===== config.mk =====
export PLATFORM = sky130hd
export DESIGN_NAME = regfile_sb
export DESIGN_NICKNAME = d
export VERILOG_FILES = /design/src/rtl/regfile_sb.sv
export SDC_FILE = /design/constraint.sdc
export NUM_CORES = 1
export LEC_CHECK = 0
export ABC_AREA = 1
export CAP_MARGIN = 20
export CORE_UTILIZATION = 60
export CTS_BUF_LIST = sky130_fd_sc_hd__clkbuf_8 sky130_fd_sc_hd__clkbuf_16
export DETAILED_ROUTE_END_ITERATION = 7
export HOLD_SLACK_MARGIN = 0.08
export PLACE_DENSITY = 0.95
export SLEW_MARGIN = 25
export SYNTH_ARGS = -nofsm -noshare
export SYNTH_HDL_FRONTEND = slang
export SYNTH_SLANG_ARGS = --single-unit

===== constraint.sdc =====
create_clock -name clk -period 2.71 [get_ports clk]
set_input_delay 0.542 -clock clk [delete_from_list [all_inputs] [get_ports clk]]
set_output_delay 0.542 -clock clk [all_outputs]
set_load 0.01 [all_outputs]

===== src/rtl/regfile_sb.sv =====
// regfile_sb: NREG x DW register file with two combinational read ports,
// one writeback port with same-cycle bypass, and a per-register pending
// scoreboard that gates instruction issue on RAW/WAW hazards.
module regfile_sb #(
  parameter int unsigned DW      = 8,
  parameter int unsigned NREG    = 8,
  parameter int unsigned ZERO_R0 = 0,
  localparam int unsigned AW     = $clog2(NREG)
) (
  input  logic            clk,
  input  logic            rst,
  input  logic            wen,
  input  logic [AW-1:0]   rd,
  input  logic [DW-1:0]   din,
  input  logic [AW-1:0]   rs1,
  input  logic [AW-1:0]   rs2,
  output logic [DW-1:0]   r1,
  output logic [DW-1:0]   r2,
  input  logic            iss_en,
  input  logic [AW-1:0]   iss_rd,
  output logic            iss_ok,
  input  logic            flush,
  output logic [NREG-1:0] busy
);

  localparam bit ZR = (ZERO_R0 != 0);

  logic [DW-1:0]   regs_q [NREG];
  logic [NREG-1:0] busy_q;
  logic [NREG-1:0] busy_d;
  logic [NREG-1:0] eff_c;
  logic            wr_ok_c;
  logic            iss_ok_c;
  logic            iss_set_c;

  // A write to r0 is dropped entirely in the hardwired-zero build.
  assign wr_ok_c = wen && !(ZR && (rd == '0));

  // Storage: reset clears every word, otherwise commit the writeback.
  always_ff @(posedge clk) begin
    if (rst) begin
      for (int unsigned i = 0; i < NREG; i++) begin
        regs_q[i] <= '0;
      end
    end else if (wr_ok_c) begin
      regs_q[rd] <= din;
    end
  end

  // Read port 1: zero-register override, then bypass, then storage.
  always_comb begin
    r1 = regs_q[rs1];
    if (wr_ok_c && (rd == rs1)) r1 = din;
    if (ZR && (rs1 == '0))      r1 = '0;
  end

  // Read port 2: same priority as port 1.
  always_comb begin
    r2 = regs_q[rs2];
    if (wr_ok_c && (rd == rs2)) r2 = din;
    if (ZR && (rs2 == '0))      r2 = '0;
  end

  // Effective pending: a writeback landing this cycle already resolves its hazard.
  always_comb begin
    eff_c = '0;
    for (int unsigned i = 0; i < NREG; i++) begin
      eff_c[i] = busy_q[i] && !(wen && (rd == AW'(i)));
    end
  end

  // Issue is allowed only when no source or the destination is still pending.
  always_comb begin
    iss_ok_c  = !(eff_c[rs1] || eff_c[rs2] || eff_c[iss_rd]);
    iss_set_c = iss_en && iss_ok_c && !(ZR && (iss_rd == '0));
  end

  // Scoreboard next state: clear on writeback, younger issue wins, flush clears all.
  always_comb begin
    busy_d = busy_q;
    if (wen)       busy_d[rd]     = 1'b0;
    if (iss_set_c) busy_d[iss_rd] = 1'b1;
    if (flush)     busy_d         = '0;
    if (ZR)        busy_d[0]      = 1'b0;
  end

  // Scoreboard register with synchronous reset.
  always_ff @(posedge clk) begin
    if (rst) begin
      busy_q <= '0;
    end else begin
      busy_q <= busy_d;
    end
  end

  assign iss_ok = iss_ok_c;
  assign busy   = busy_q;

endmodule


==> results.md <==
- Final Routed Wirelength: 15000 um
- Flops & latches, synth: 72
- Violated checks: design-rule violations, negative setup slack
- Area share of the largest cell type after synthesis: 45.0%
- Hold crit path type: register to register
- CP cell instances: buf_2, inv_1, buf_4, nor2_1, o21ai_0, o211ai_1, o21ai_1, buf_2
- Synth Area in Adders: 0%
- Crit Path Class: input port to output port
- Synth top cells by count: nor2_1 (90), o21ai_0 (78), edfxtp_1 (64)
- Critical-path top delay cell: o21ai_0
- Post-synthesis cell type count: 25
- Most used DFF post-synth: edfxtp_1
- Compound-Gate Fraction of Synth Area: 20.2%
- RSZ-0062 raised after global routing: yes
- XOR/XNOR Fraction of Synth Area: 0.410%
- IO buf count: 49
- Reg power frac: 46.0%
- Most frequent cell after synthesis: nor2_1
- Avg Cell Area, Syn: 7.93 um2
- Crit Path Max Fanout: 11
- Top cells by area, synth: edfxtp_1 (45%), o21ai_0 (9.1%), nor2_1 (7.9%), nand3_1 (6.8%), nand2_1 (5.5%)
- CORE AREA: 0.00683 mm2
- Largest net degree at the start of global routing: 45
- Fmax: 0.368 GHz
- Crit share post-route: 100%
- DR vias: 4882
- Met3 routed WL: 2030 um
- Min Hold Slack: 0.632 ns
- Net Sw Power: 0.811 mW
- First-pass GRT wire length: 22900 um
- Effective utilization at floorplan: 62.5%
- Final setup TNS: -0.00782 ns
- Worst Hold End: busy[3]
- Vias in the first global route: 4701
- WP data arrival: 2.18 ns
- Final Max Tran Viols: 0
- Share of layout cells above drive strength 1: 21.5%
- Vias/cell: 6.49
- Chip Width: 86.3 um
- Mux cell area share after synthesis: 0%
- Hold Buf Count CTS: 0
- Die footprint: 0.00745 mm2
- Antenna Cells: 0
- Clk buf depth: 2
- Clock latency at the later pin of the worst-skew pair: 0.36 ns
- Peak VDD IR: 293 uV
- Top sig layer: met4
- Clock slew at reported path FFs: 0.07 ns
- Leakage: 2.36 nW
- Post-Syn Area: 0.00427 mm2
- CTS tree: built
- Final core occ: 83.3%
- Total CTS buffers: 9
- Row cnt: 30
- CP startpoint kind: input port
- Max-cap violations: 0
- DRT met1 WL: 4710 um
- Post-synthesis simple-gate area fraction: 23.0%
- Root Buffer: clkbuf_8
- Worst path most repeated cell: buf_2
- Final Skew: 0.00619 ns
- Seq/Total Area, Yosys: 48.8%
- Fin worst setup slack: -0.00782 ns
- Fin crit period: 2.72 ns
- Hold_sp: busy[3]
- Status: finished with violations
- Least-Margin Pin Slew: 0.491 ns
- # nets final: 677
- Synth Instances: 538
- Design area: 0.00569 mm2
- Relative slew slack: 67.2%
- DRT antenna net count: 0
- I/O Pins: 50
- Final Hold Vio Count: 0
- Worst r2r src: busy[2]
- Int Power: 2.03 mW
- Initial antenna violation count: 0
- Worst hold path depth: 3
- Area Overhead vs Synth: 33.3%
- Routed wl met2: 7160 um
- Drt wl/cell: 20.0 um
- Ys Warns: 0
- Iter 0 DRT Violations: 785
- Fillers: 385
- Gr usage total: 41.5%
- EDFF count, synth: 64
- Grt total ovfl: 0
- DR DRC count: 6
- Post-DP HPWL: 9740 um
- Clk pwr share: 33.1%
- PwrDens: 500 mW/mm2
- Critical Path Sink Type: output port
- Critical path required time: 2.17 ns
- Max incr delay on CP: 0.38 ns
- Sw Ratio: 28.5%
- Gate power share: 20.9%
- RD Place Congestion: 0.986
- Die extent in y: 86.3 um
- H-tree depth: 3
- Synth async-reset ratio: 0%
- Final setup vio count: 1
- DR pass1 iterations: 8
- Reg2reg end: busy[2]
- Yosys top cell by area: edfxtp_1
- Post-Syn Nets: 563
- Largest family of logic cells by synthesized area: simple AND/OR/NAND/NOR gates
- Reg2Reg Setup Slack: 1.27 ns
- Reg2Reg Depth: 10
- Placed Area: 0.00542 mm2
- Sink Count: 72
[flip-flops by register name (all words and copies together) (netlist names)]
name / cells
regs_q: 64
busy: 8
[how the worst max path moves through the flow]
stage | startpoint | end | slack [ns] | cells past startpoint
final | rs1[0] | r1[4] | -0.008 | 8
after global routing | rs1[2] | r1[7] | -0.02 | 8
after CTS | rs2[2] | r2[4] | 0.02 | 7
after detailed placement | rs2[1] | r2[3] | -0.57 | 7
after global placement | rd[2] | iss_ok | -0.44 | 12
after floorplan | rs2[1] | r2[0] | 0.44 | 6
[kinds of logic after synthesis]
group	Yosys count
buffers and inverters	83
and+or+nand+nor	226
DFF	72
xor gates and xnor gates	2
AOI/OAI and AO/OA	155
[repair_timing]
action	CTS	global route
buffers inserted	4	3
gates cloned	1	0
pin swaps	2	1
endpoints found under the setup margin	17	12
gates resized for setup	51	21
[layout by cell type (no fill, tap or decap), types with 8 or more instances in the layout]
master            n
dfxtp_1           8
nand2_2           8
edfxtp_1         64
a21oi_1          42
nor2_1           90
dlygate4sd2_1    16
nand3_1          58
clkinv_1          9
nand2_1          60
clkbuf_8          9
buf_4            78
o21ai_0          72
inv_2             9
inv_1            32
clkdlybuf4s50_1  20
o211ai_1         30
[power by group through the flow]
stage                     Clock [mW]  Sequential [mW]  Combinational (mW)
final                          0.941             1.31               0.595
after global routing           0.974             1.31               0.626
after CTS                      0.932             1.30               0.565
after detailed placement           0             1.33               0.566
after global placement             0             1.32               0.541
after floorplan                    0             1.32               0.280
[per-layer routing]
layer | track usage [%] | vias up
met5 | 0 | -
met3 | 10.5 | 143
met1 | 44.5 | 2148
li1 | - | 2098
met2 | 72.4 | 493
met4 | 27.9 | 0
[metrics by stage]
stage                     cells  setup slack, ns  power, mW
after floorplan             538            0.437       1.60
after detailed placement    729           -0.571       1.89
after global placement      729           -0.437       1.86
final                       752         -0.00782       2.84
after global routing        752          -0.0207       2.91
after CTS                   749           0.0152       2.80
[final cells by class]
cell class	instances	area (um2)	area share, %
sequential	72	2080	36.6
multi-input combinational	383	1890	33.3
timing repair buffer	135	1180	20.8
inverter	51	194	3.41
clock buffer	9	124	2.18
tap	96	120	2.11
clock inverter	6	92.6	1.63
[critical path, delay by kind of cell]
| kind | cells | cell delay, ns |
|---|---|---|
| compound gates | 3 | 0.91 |
| simple gates | 1 | 0.06 |
| buf+inv | 4 | 0.66 |
No activity file was read; power rests on OpenSTA's default activity.
